--- src/rtl/rr_hazard_ctrl.sv ---
// Hazard controller for the 16-bit RR stage. It picks operand forwarding
// sources, sequences load-use stalls, memory-wait freezes and branch flushes,
// and keeps saturating stall/flush event counters.
module rr_hazard_ctrl #(
  parameter int FLUSH_CYCLES    = 2,
  parameter int LOAD_USE_CYCLES = 1,
  parameter int CNT_W           = 16
) (
  input  logic             clk_i,
  input  logic             rst_i,
  input  logic             rr_valid_i,
  input  logic [2:0]       rr_ra_idx_i,
  input  logic [2:0]       rr_rb_idx_i,
  input  logic             rr_uses_ra_i,
  input  logic             rr_uses_rb_i,
  input  logic             ex_valid_i,
  input  logic [2:0]       ex_rd_idx_i,
  input  logic             ex_is_load_i,
  input  logic             mem_valid_i,
  input  logic [2:0]       mem_rd_idx_i,
  input  logic             wb_valid_i,
  input  logic [2:0]       wb_rd_idx_i,
  input  logic             mem_busy_i,
  input  logic             branch_valid_i,
  output logic             stall_o,
  output logic             bubble_o,
  output logic             freeze_all_o,
  output logic             flush_o,
  output logic [1:0]       fwd_a_sel_o,
  output logic [1:0]       fwd_b_sel_o,
  output logic [1:0]       state_o,
  output logic [CNT_W-1:0] stall_cnt_o,
  output logic [CNT_W-1:0] flush_cnt_o
);

  typedef enum logic [1:0] {
    ST_RUN     = 2'd0,
    ST_LDSTALL = 2'd1,
    ST_MEMWAIT = 2'd2,
    ST_FLUSH   = 2'd3
  } state_t;

  localparam logic [2:0] FLUSH_RELOAD = 3'(FLUSH_CYCLES - 1);
  localparam logic [2:0] LU_RELOAD    = 3'(LOAD_USE_CYCLES - 1);

  state_t           r_state;
  state_t           w_state_next;
  logic [2:0]       r_cnt;
  logic [2:0]       w_cnt_next;
  // r_pend: a flush must be (re)started once the memory wait ends.
  // r_pend_new: that flush belongs to a redirect not yet counted.
  logic             r_pend;
  logic             w_pend_next;
  logic             r_pend_new;
  logic             w_pend_new_next;
  logic [CNT_W-1:0] r_stall_cnt;
  logic [CNT_W-1:0] r_flush_cnt;

  logic             w_stall;
  logic             w_bubble;
  logic             w_freeze;
  logic             w_flush;
  logic             w_flush_inc;
  logic             w_load_use;
  logic             w_branch;
  logic [1:0]       w_fwd_a;
  logic [1:0]       w_fwd_b;

  // Priority forwarding select for one operand; a load in EX has no data yet.
  function automatic logic [1:0] fwd_sel(
    input logic       valid,
    input logic       uses,
    input logic [2:0] idx,
    input logic       exv,
    input logic       exld,
    input logic [2:0] exrd,
    input logic       memv,
    input logic [2:0] memrd,
    input logic       wbv,
    input logic [2:0] wbrd
  );
    logic [1:0] sel;
    sel = 2'b00;
    if (valid && uses) begin
      if (exv && !exld && (idx == exrd))  sel = 2'b01;
      else if (memv && (idx == memrd))    sel = 2'b10;
      else if (wbv && (idx == wbrd))      sel = 2'b11;
    end
    return sel;
  endfunction

  // Operand forwarding network, evaluated independently per operand.
  always_comb begin
    w_fwd_a = fwd_sel(rr_valid_i, rr_uses_ra_i, rr_ra_idx_i, ex_valid_i, ex_is_load_i,
                      ex_rd_idx_i, mem_valid_i, mem_rd_idx_i, wb_valid_i, wb_rd_idx_i);
    w_fwd_b = fwd_sel(rr_valid_i, rr_uses_rb_i, rr_rb_idx_i, ex_valid_i, ex_is_load_i,
                      ex_rd_idx_i, mem_valid_i, mem_rd_idx_i, wb_valid_i, wb_rd_idx_i);
  end

  assign w_load_use = rr_valid_i & ex_valid_i & ex_is_load_i &
                      ((rr_uses_ra_i & (rr_ra_idx_i == ex_rd_idx_i)) |
                       (rr_uses_rb_i & (rr_rb_idx_i == ex_rd_idx_i)));

  // A deferred redirect counts as a branch on the first non-busy cycle.
  assign w_branch = branch_valid_i | r_pend;

  // Next-state and control decode: mem_busy > branch > per-state activity.
  always_comb begin
    w_state_next    = r_state;
    w_cnt_next      = r_cnt;
    w_pend_next     = r_pend;
    w_pend_new_next = r_pend_new;
    w_stall         = 1'b0;
    w_bubble        = 1'b0;
    w_freeze        = 1'b0;
    w_flush         = 1'b0;
    w_flush_inc     = 1'b0;
    if (mem_busy_i) begin
      // Whole pipeline holds; any stall in progress is re-detected later.
      w_freeze     = 1'b1;
      w_state_next = ST_MEMWAIT;
      if (branch_valid_i) begin
        w_pend_next     = 1'b1;
        w_pend_new_next = 1'b1;
      end
      // An interrupted flush restarts after the wait, without recounting.
      if (r_state == ST_FLUSH) w_pend_next = 1'b1;
    end else if (w_branch) begin
      // Flush kills the RR instruction, so a coincident load-use is moot.
      w_flush         = 1'b1;
      w_flush_inc     = branch_valid_i | r_pend_new;
      w_pend_next     = 1'b0;
      w_pend_new_next = 1'b0;
      if (FLUSH_CYCLES > 1) begin
        w_state_next = ST_FLUSH;
        w_cnt_next   = FLUSH_RELOAD;
      end else begin
        w_state_next = ST_RUN;
      end
    end else begin
      case (r_state)
        ST_FLUSH: begin
          w_flush      = 1'b1;
          w_cnt_next   = r_cnt - 3'd1;
          w_state_next = (r_cnt <= 3'd1) ? ST_RUN : ST_FLUSH;
        end
        ST_LDSTALL: begin
          w_stall      = 1'b1;
          w_bubble     = 1'b1;
          w_cnt_next   = r_cnt - 3'd1;
          w_state_next = (r_cnt <= 3'd1) ? ST_RUN : ST_LDSTALL;
        end
        default: begin
          // RUN, and the first non-busy cycle out of MEMWAIT.
          w_state_next = ST_RUN;
          if (w_load_use) begin
            w_stall  = 1'b1;
            w_bubble = 1'b1;
            if (LOAD_USE_CYCLES > 1) begin
              w_state_next = ST_LDSTALL;
              w_cnt_next   = LU_RELOAD;
            end
          end
        end
      endcase
    end
  end

  // State, down-counter and pending-redirect registers.
  always_ff @(posedge clk_i or negedge rst_i) begin
    if (!rst_i) begin
      r_state    <= ST_RUN;
      r_cnt      <= 3'd0;
      r_pend     <= 1'b0;
      r_pend_new <= 1'b0;
    end else begin
      r_state    <= w_state_next;
      r_cnt      <= w_cnt_next;
      r_pend     <= w_pend_next;
      r_pend_new <= w_pend_new_next;
    end
  end

  // Saturating event counters.
  always_ff @(posedge clk_i or negedge rst_i) begin
    if (!rst_i) begin
      r_stall_cnt <= '0;
      r_flush_cnt <= '0;
    end else begin
      if (w_stall && (r_stall_cnt != {CNT_W{1'b1}}))
        r_stall_cnt <= r_stall_cnt + CNT_W'(1);
      if (w_flush_inc && (r_flush_cnt != {CNT_W{1'b1}}))
        r_flush_cnt <= r_flush_cnt + CNT_W'(1);
    end
  end

  // Combinational controls are masked so every output reads 0 during reset.
  assign stall_o      = rst_i & w_stall;
  assign bubble_o     = rst_i & w_bubble;
  assign freeze_all_o = rst_i & w_freeze;
  assign flush_o      = rst_i & w_flush;
  assign fwd_a_sel_o  = rst_i ? w_fwd_a : 2'b00;
  assign fwd_b_sel_o  = rst_i ? w_fwd_b : 2'b00;
  assign state_o      = r_state;
  assign stall_cnt_o  = r_stall_cnt;
  assign flush_cnt_o  = r_flush_cnt;

endmodule

--- config.mk ---
export PLATFORM = sky130hd
export DESIGN_NAME = rr_hazard_ctrl
export DESIGN_NICKNAME = d
export VERILOG_FILES = /design/src/rtl/rr_hazard_ctrl.sv
export SDC_FILE = /design/constraint.sdc
export NUM_CORES = 1
export LEC_CHECK = 0
export ABC_AREA = 1
export CAP_MARGIN = 15
export CORE_MARGIN = 2
export CORE_UTILIZATION = 49
export DETAILED_ROUTE_END_ITERATION = 8
export PLACE_DENSITY = 0.8
export SETUP_SLACK_MARGIN = 0.2
export SYNTH_ARGS = -nofsm -noshare
export SYNTH_HDL_FRONTEND = slang
export SYNTH_SLANG_ARGS = --single-unit
--- constraint.sdc ---
create_clock -name clk_i -period 2.2 [get_ports clk_i]
set_input_delay 0.22 -clock clk_i [delete_from_list [all_inputs] [get_ports clk_i]]
set_output_delay 0.22 -clock clk_i [all_outputs]
set_load 0.01 [all_outputs]
==> results of run 1 <==
[placed cells by master, fill, tap and decap left out, types with 2 or more instances in the layout]
cell / netlist / final
clkbuf_2: 0 / 4
nand3_1: 14 / 14
o21ai_0: 9 / 9
a21oi_1: 5 / 5
dfrtp_1: 39 / 38
nor3_1: 13 / 12
nand2_2: 12 / 12
xor2_1: 22 / 22
dlygate4sd3_1: 0 / 2
nand3_4: 2 / 3
nand2_1: 99 / 99
clkbuf_8: 0 / 6
nor2_2: 1 / 2
nand3b_1: 2 / 2
xnor2_1: 13 / 13
nand4_1: 25 / 25
ha_1: 3 / 3
inv_1: 39 / 39
nor3_4: 2 / 2
buf_4: 1 / 14
clkdlybuf4s50_1: 0 / 59
nor2_1: 37 / 36
[cells by family after synthesis]
logic type,after synthesis
AO/OA/AOI/OAI,21
buffers and inverters,48
adder cells (fa/ha/maj),3
flip-flops,39
XOR/XNOR,35
AND/OR/NAND/NOR,210
[report_power, final]
part / leakage, nW / internal [mW] / switching [mW]
Clock: 0.0612 / 0.367 / 0.256
Combinational: 1.11 / 0.357 / 0.350
Sequential: 0.511 / 0.826 / 0.135
[registers in the layout (all words and copies together) (netlist names)]
register,cells
state_o,2
r_pend,1
stall_cnt_o,16
r_cnt,3
flush_cnt_o,16
r_pend_new,1
[worst max-delay path by stage]
stage	startpoint	endpoint	slack, ps	cells past startpoint
after detailed placement	rr_rb_idx_i[1]	fwd_b_sel_o[1]	-80	7
after CTS	rr_rb_idx_i[1]	fwd_b_sel_o[1]	210	7
after global routing	rr_ra_idx_i[1]	fwd_a_sel_o[0]	200	9
after floorplan	r_pend	stall_o	330	7
final	rr_rb_idx_i[0]	fwd_b_sel_o[0]	300	8
after global placement	rr_rb_idx_i[0]	fwd_b_sel_o[1]	-40	8
[final cells by class]
cell class                 count  share of cell area
clock buffer                   6              0.0230
clock inverter                 2             0.00974
inverter                      40              0.0417
multi-input combinational    271               0.414
sequential                    39               0.272
tap                           70              0.0243
timing repair buffer          83               0.215
[layer usage]
metal / track usage / up-vias / routed length, um
li1: - / 1315 / -
met1: 0.317 / 1220 / 3100
met4: 0.0786 / 0 / 123
met5: 0 / - / 0
met2: 0.392 / 102 / 3320
met3: 0.0372 / 17 / 345
[stage by stage]
stage	cells	total power, mW	util
floorplan	356	1.29	-
global placement	498	1.65	0.668
detailed placement	498	1.67	0.668
CTS	508	2.29	0.694
global route	511	2.43	0.700
finish	511	2.29	0.700
[repair_timing]
item	in CTS	in global routing
endpoints found under the hold margin	7	0
pin swaps	1	4
setup buffers	0	1
endpoints found under the setup margin	9	22
resized for setup	7	15
hold buffers	2	0
cloned	0	2
[worst register-to-register path, cell delays in order, from the launching register on]
cell     delay, ps
dfrtp_1        410
ha_1           220
nand2_2         90
nor3_4         240
nand2_2        120
nor2_4         130
nand3_4        170
nand3_4        230
nand2_2         60
nand2_1         60
==> flow_summary_export.csv, run 1 <==
group,metric,value,unit
die,die_y,77.4,um
finish,diodes,0,
clocking,clkSinkCount,39,
synth,synthMuxAreaShare,0,
synth,synth.distinct_cells,32,
clocking,cts_max_level,2,
die,die_x,77.4,um
synth,ys_seq_area_frac,0.370,
synth,synth_compound_area_frac,0.0460,
sta,rsz0062_at_grt,"false",
finish,nFillCells,438,
synth,synth_top_area_frac,0.370,
sta,setup_tns,0,ps
synth,async_reset_ff_frac,1.00,
pwr,power.leakage,1.68,nW
synth,yosys.area_share.simple,0.375,
routing,ant_nets,0,
global_route,grt_pass1_wl,11400,um
min_path,min_path_cells,1,
setup_path,slowest_stage,"clkdlybuf4s50_1",
die,dieArea,5990,sq um
die,start_util,0.513,
min_path,min_path_type,"register to register",
setup_path,cp_num_buf_inv,3,
placement,numPortBuffers,67,
setup_path,rrSetupSlack,410,ps
global_route,antenna_found_initial,0,
sta,post-route-period-util,0.865,
min_path,hold_path_end,"r_cnt[1]",
sta,relSlewSlack,0.736,
routing,num_vias,2654,
placement,post_dp_cell_area,3430,sq um
die,core_area,5140,sq um
synth,synthTopCellsByCount,"nand2_1 (99), dfrtp_1 (39), inv_1 (39)",
min_path,worstHoldStart,"r_pend",
clocking,tritoncts,"yes",
pwr,peakVddDrop,748,uV
placement,dp_slack,-81.5,ps
synth,avgSynthCellArea,7.41,sq um
clocking,root_buffer,"clkbuf_8",
routing,first_iter_violations,223,
sta,final-setup-viol-count,0,
setup_path,slowest_delay,500,ps
clocking,numCtsBuffers,5,
routing,drc,0,
placement,place_congestion,0.889,
synth,synthXorXnorAreaFrac,0.116,
run_status,status,"complete, no violations",
placement,dp_hpwl,5050,um
synth,synth_edf_count,0,
die,rows,26,
sta,worst_pin_slew,393,ps
setup_path,path_cells,"clkdlybuf4s50_1, buf_4, nor2_1, nand3b_1, nor3_2, nand2_1, a21oi_1, dlygate4sd2_1",
global_route,grt_max_degree,22,
synth,ys_warn_count,0,
synth,postSynthCellCount,356,
pwr,powerDensity,637,nW/um^2
global_route,gr-total-overflow,0,
setup_path,start_kind,"input port",
synth,synthTopCellsByArea,"dfrtp_1 (37%), nand2_1 (14%), xor2_1 (7.3%)",
synth,synthAdderAreaFrac,0.0142,
finish,layout.nets,469,
routing,routed_wl,6890,um
setup_path,r2r-start,"stall_cnt_o[1]",
finish,syn_to_final_growth,36.4,%
sta,fmax,0.525,GHz
sta,setup_ws,297,ps
setup_path,worstRegToRegCells,9,
global_route,grt_pass1_vias,2461,
synth,yosys_most_used_dff,"dfrtp_1",
routing,routed_via_density,5.19,
sta,hold_viol,0,
job,drv_cap,0,
setup_path,cp_max_fo,3,
setup_path,crit_path_end_kind,"output port",
synth,synth_top_family_by_area,"simple AND/OR/NAND/NOR gates",
synth,yosysMostFrequentCell,"nand2_1",
setup_path,path_delay_family,"buffers and inverters",
routing,wl_per_cell,13.5,um
finish,register_area,977,sq um
sta,clock_skew,4.19,ps
finish,final_area,3600,sq um
routing,first_pass_iters,4,
clocking,cts_buffer_depth,2,
finish,layout-drive-gt1-share,0.118,
setup_path,r2r_end,"stall_cnt_o[12]",
die,io_pins,68,
synth,syn-cell-area,2640,sq um
sta,slew_violations,0,
synth,syn_nets,385,
synth,yosysTopAreaCell,"dfrtp_1",
sta,period_needed,1900,ps
clocking,clk_pin_slew,80,ps
sta,fin_hold_ws,464,ps
finish,multi_input_area,1490,sq um
synth,synth.ff_latch_count,39,
global_route,grt_usage,0.236,
setup_path,required,1980,ps
clocking,clk_latency,290,ps
setup_path,worstPathArrival,1680,ps
setup_path,worstSetupPathType,"input port to output port",
No activity file was read; power rests on OpenSTA's default activity.
==> inputs of run 2 (changes only) <==
CORE_UTILIZATION = 60   (was 49)
DONT_BUFFER_PORTS = 1   (was default)
PLACE_DENSITY = 0.76   (was 0.8)
==> run 2 against run 1 <==
  * Utilization decreased by 2.2 points
  * First-iteration DRC count shrank 1.8%
  * Register-to-register slack worse by 50 ps
  * Setup slack better by 64 ps
  * Sequential cell count did not move
  * Final area is 19% lower
  * Critical endpoint is now stall_cnt_o[9]
==> flow_summary_export.csv, run 2 (synthesis results as in run 1) <==
group,metric,value,unit
finish,diodes,0,
sta,worst_pin_slew,396,ps
routing,num_vias,2363,
sta,setup_ws,361,ps
finish,final_cell_mix,"nand2_1 (99), inv_1 (39), dfrtp_1 (37)",
routing,first_pass_iters,6,
setup_path,critPathLaunch,"stall_cnt_o[0]",
min_path,min_path_cells,1,
run_status,status,"complete, no violations",
global_route,grt_max_degree,40,
clocking,clkSinkCount,39,
global_route,grt_pass1_vias,2397,
setup_path,crit_path_end_kind,"register",
setup_path,rrSetupSlack,360,ps
routing,routed_wl,5980,um
setup_path,required,2390,ps
clocking,clk_pin_slew,80,ps
sta,period_needed,1840,ps
global_route,grt_usage,0.267,
clocking,cts_buffer_depth,2,
setup_path,cp_max_fo,9,
job,drv_cap,0,
die,core_area,4290,sq um
die,io_pins,68,
clocking,numCtsBuffers,5,
setup_path,worstRegToRegCells,9,
placement,dp_hpwl,4260,um
placement,numPortBuffers,0,
routing,ant_nets,0,
die,die_x,70.3,um
sta,final-setup-viol-count,0,
finish,layout.nets,399,
sta,slew_violations,0,
global_route,grt_pass1_wl,10700,um
placement,dp_slack,164,ps
placement,place_congestion,0.824,
global_route,gr-total-overflow,0,
finish,final_cells,423,
sta,relSlewSlack,0.734,
clocking,tritoncts,"yes",
pwr,powerDensity,702,nW/um^2
sta,fmax,0.544,GHz
setup_path,worstPathArrival,2030,ps
pwr,peakVddDrop,520,uV
finish,fin_util,0.678,
sta,hold_viol,0,
setup_path,start_kind,"register",
die,die_y,70.3,um
die,start_util,0.614,
die,dieArea,4940,sq um
finish,nFillCells,386,
pwr,power.leakage,1.40,nW
setup_path,worstSetupPathType,"register to register",
clocking,root_buffer,"clkbuf_8",
min_path,min_path_type,"input port to register",
routing,wl_per_cell,14.1,um
placement,dp.cells,408,
clocking,clk_latency,290,ps
clocking,cts_max_level,2,
setup_path,r2r-start,"stall_cnt_o[0]",
finish,syn_to_final_growth,10.4,%
sta,post-route-period-util,0.836,
die,rows,24,
setup_path,r2r_end,"stall_cnt_o[9]",
routing,first_iter_violations,219,
routing,drc,0,
finish,layout_commonest_cell,"nand2_1",
sta,rsz0062_at_grt,"false",
routing,routed_via_density,5.59,
sta,clock_skew,5.52,ps
sta,setup_tns,0,ps
global_route,antenna_found_initial,0,
min_path,worstHoldStart,"branch_valid_i",
pwr,power.total,2.04,mW
min_path,hold_path_end,"r_cnt[1]",
finish,layout-drive-gt1-share,0.124,
==> run 2: per-layer routing <==
layer  part of all wire  vias up  track usage  routed length, um
li1                   -     1176            -                  -
met1               0.41     1099        0.337               2470
met2               0.49       75        0.435               2950
met3              0.072       13       0.0794                428
met4              0.020        0       0.0962                122
met5                  0        -            0                  0
==> run 2: stage by stage <==
step | hold WS (ps) | area (sq um)
final | 23.5 | 2910
after global routing | 24.2 | 2910
after CTS | 15.3 | 2870
after detailed placement | -73.4 | 2710
after global placement | -73.5 | 2710
after floorplan | -75.6 | 2640
==> run 2: how the worst max path moves through the flow <==
stage / endpoint / slack [ps] / depth (start not counted)
floorplan: stall_o / 330 / 7
global placement: stall_cnt_o[15] / 280 / 9
detailed placement: stall_cnt_o[6] / 160 / 9
CTS: stall_cnt_o[7] / 260 / 9
global route: flush_cnt_o[4] / 210 / 8
finish: stall_cnt_o[9] / 360 / 9
==> run 2: worst max-delay path, cell delays in order (launching register included) <==
cell	delay, ps
dfrtp_2	430
ha_1	230
nand2_2	100
nor3_4	230
nand2_2	110
nor2_4	110
nand3_4	150
buf_4	210
nand4_1	90
nand2_1	50
==> run 2: area by class of cell <==
cell class              count  area (sq um)  area share
repair buffers             14           120      0.0413
multi-input cells         270          1480       0.508
flip-flops and latches     39           978       0.336
clock buffers               6          82.6      0.0284
well taps                  52          65.1      0.0223
inverters                  40           150      0.0516
clock inverters             2          35.0      0.0120
==> run 2: where the power goes <==
part	total, mW	internal (mW)	switching (mW)
registers	1.00	0.827	0.176
logic	0.421	0.165	0.256
clock network	0.621	0.367	0.254
==> run 2: repair_timing <==
action / in CTS / in global routing
hold buffers: 2 / 0
pin swaps: 1 / 2
endpoints found under the setup margin: 13 / 18
cloned: 1 / 0
buffers inserted: 0 / 4
endpoints found under the hold margin: 39 / 0
resized for setup: 1 / 4
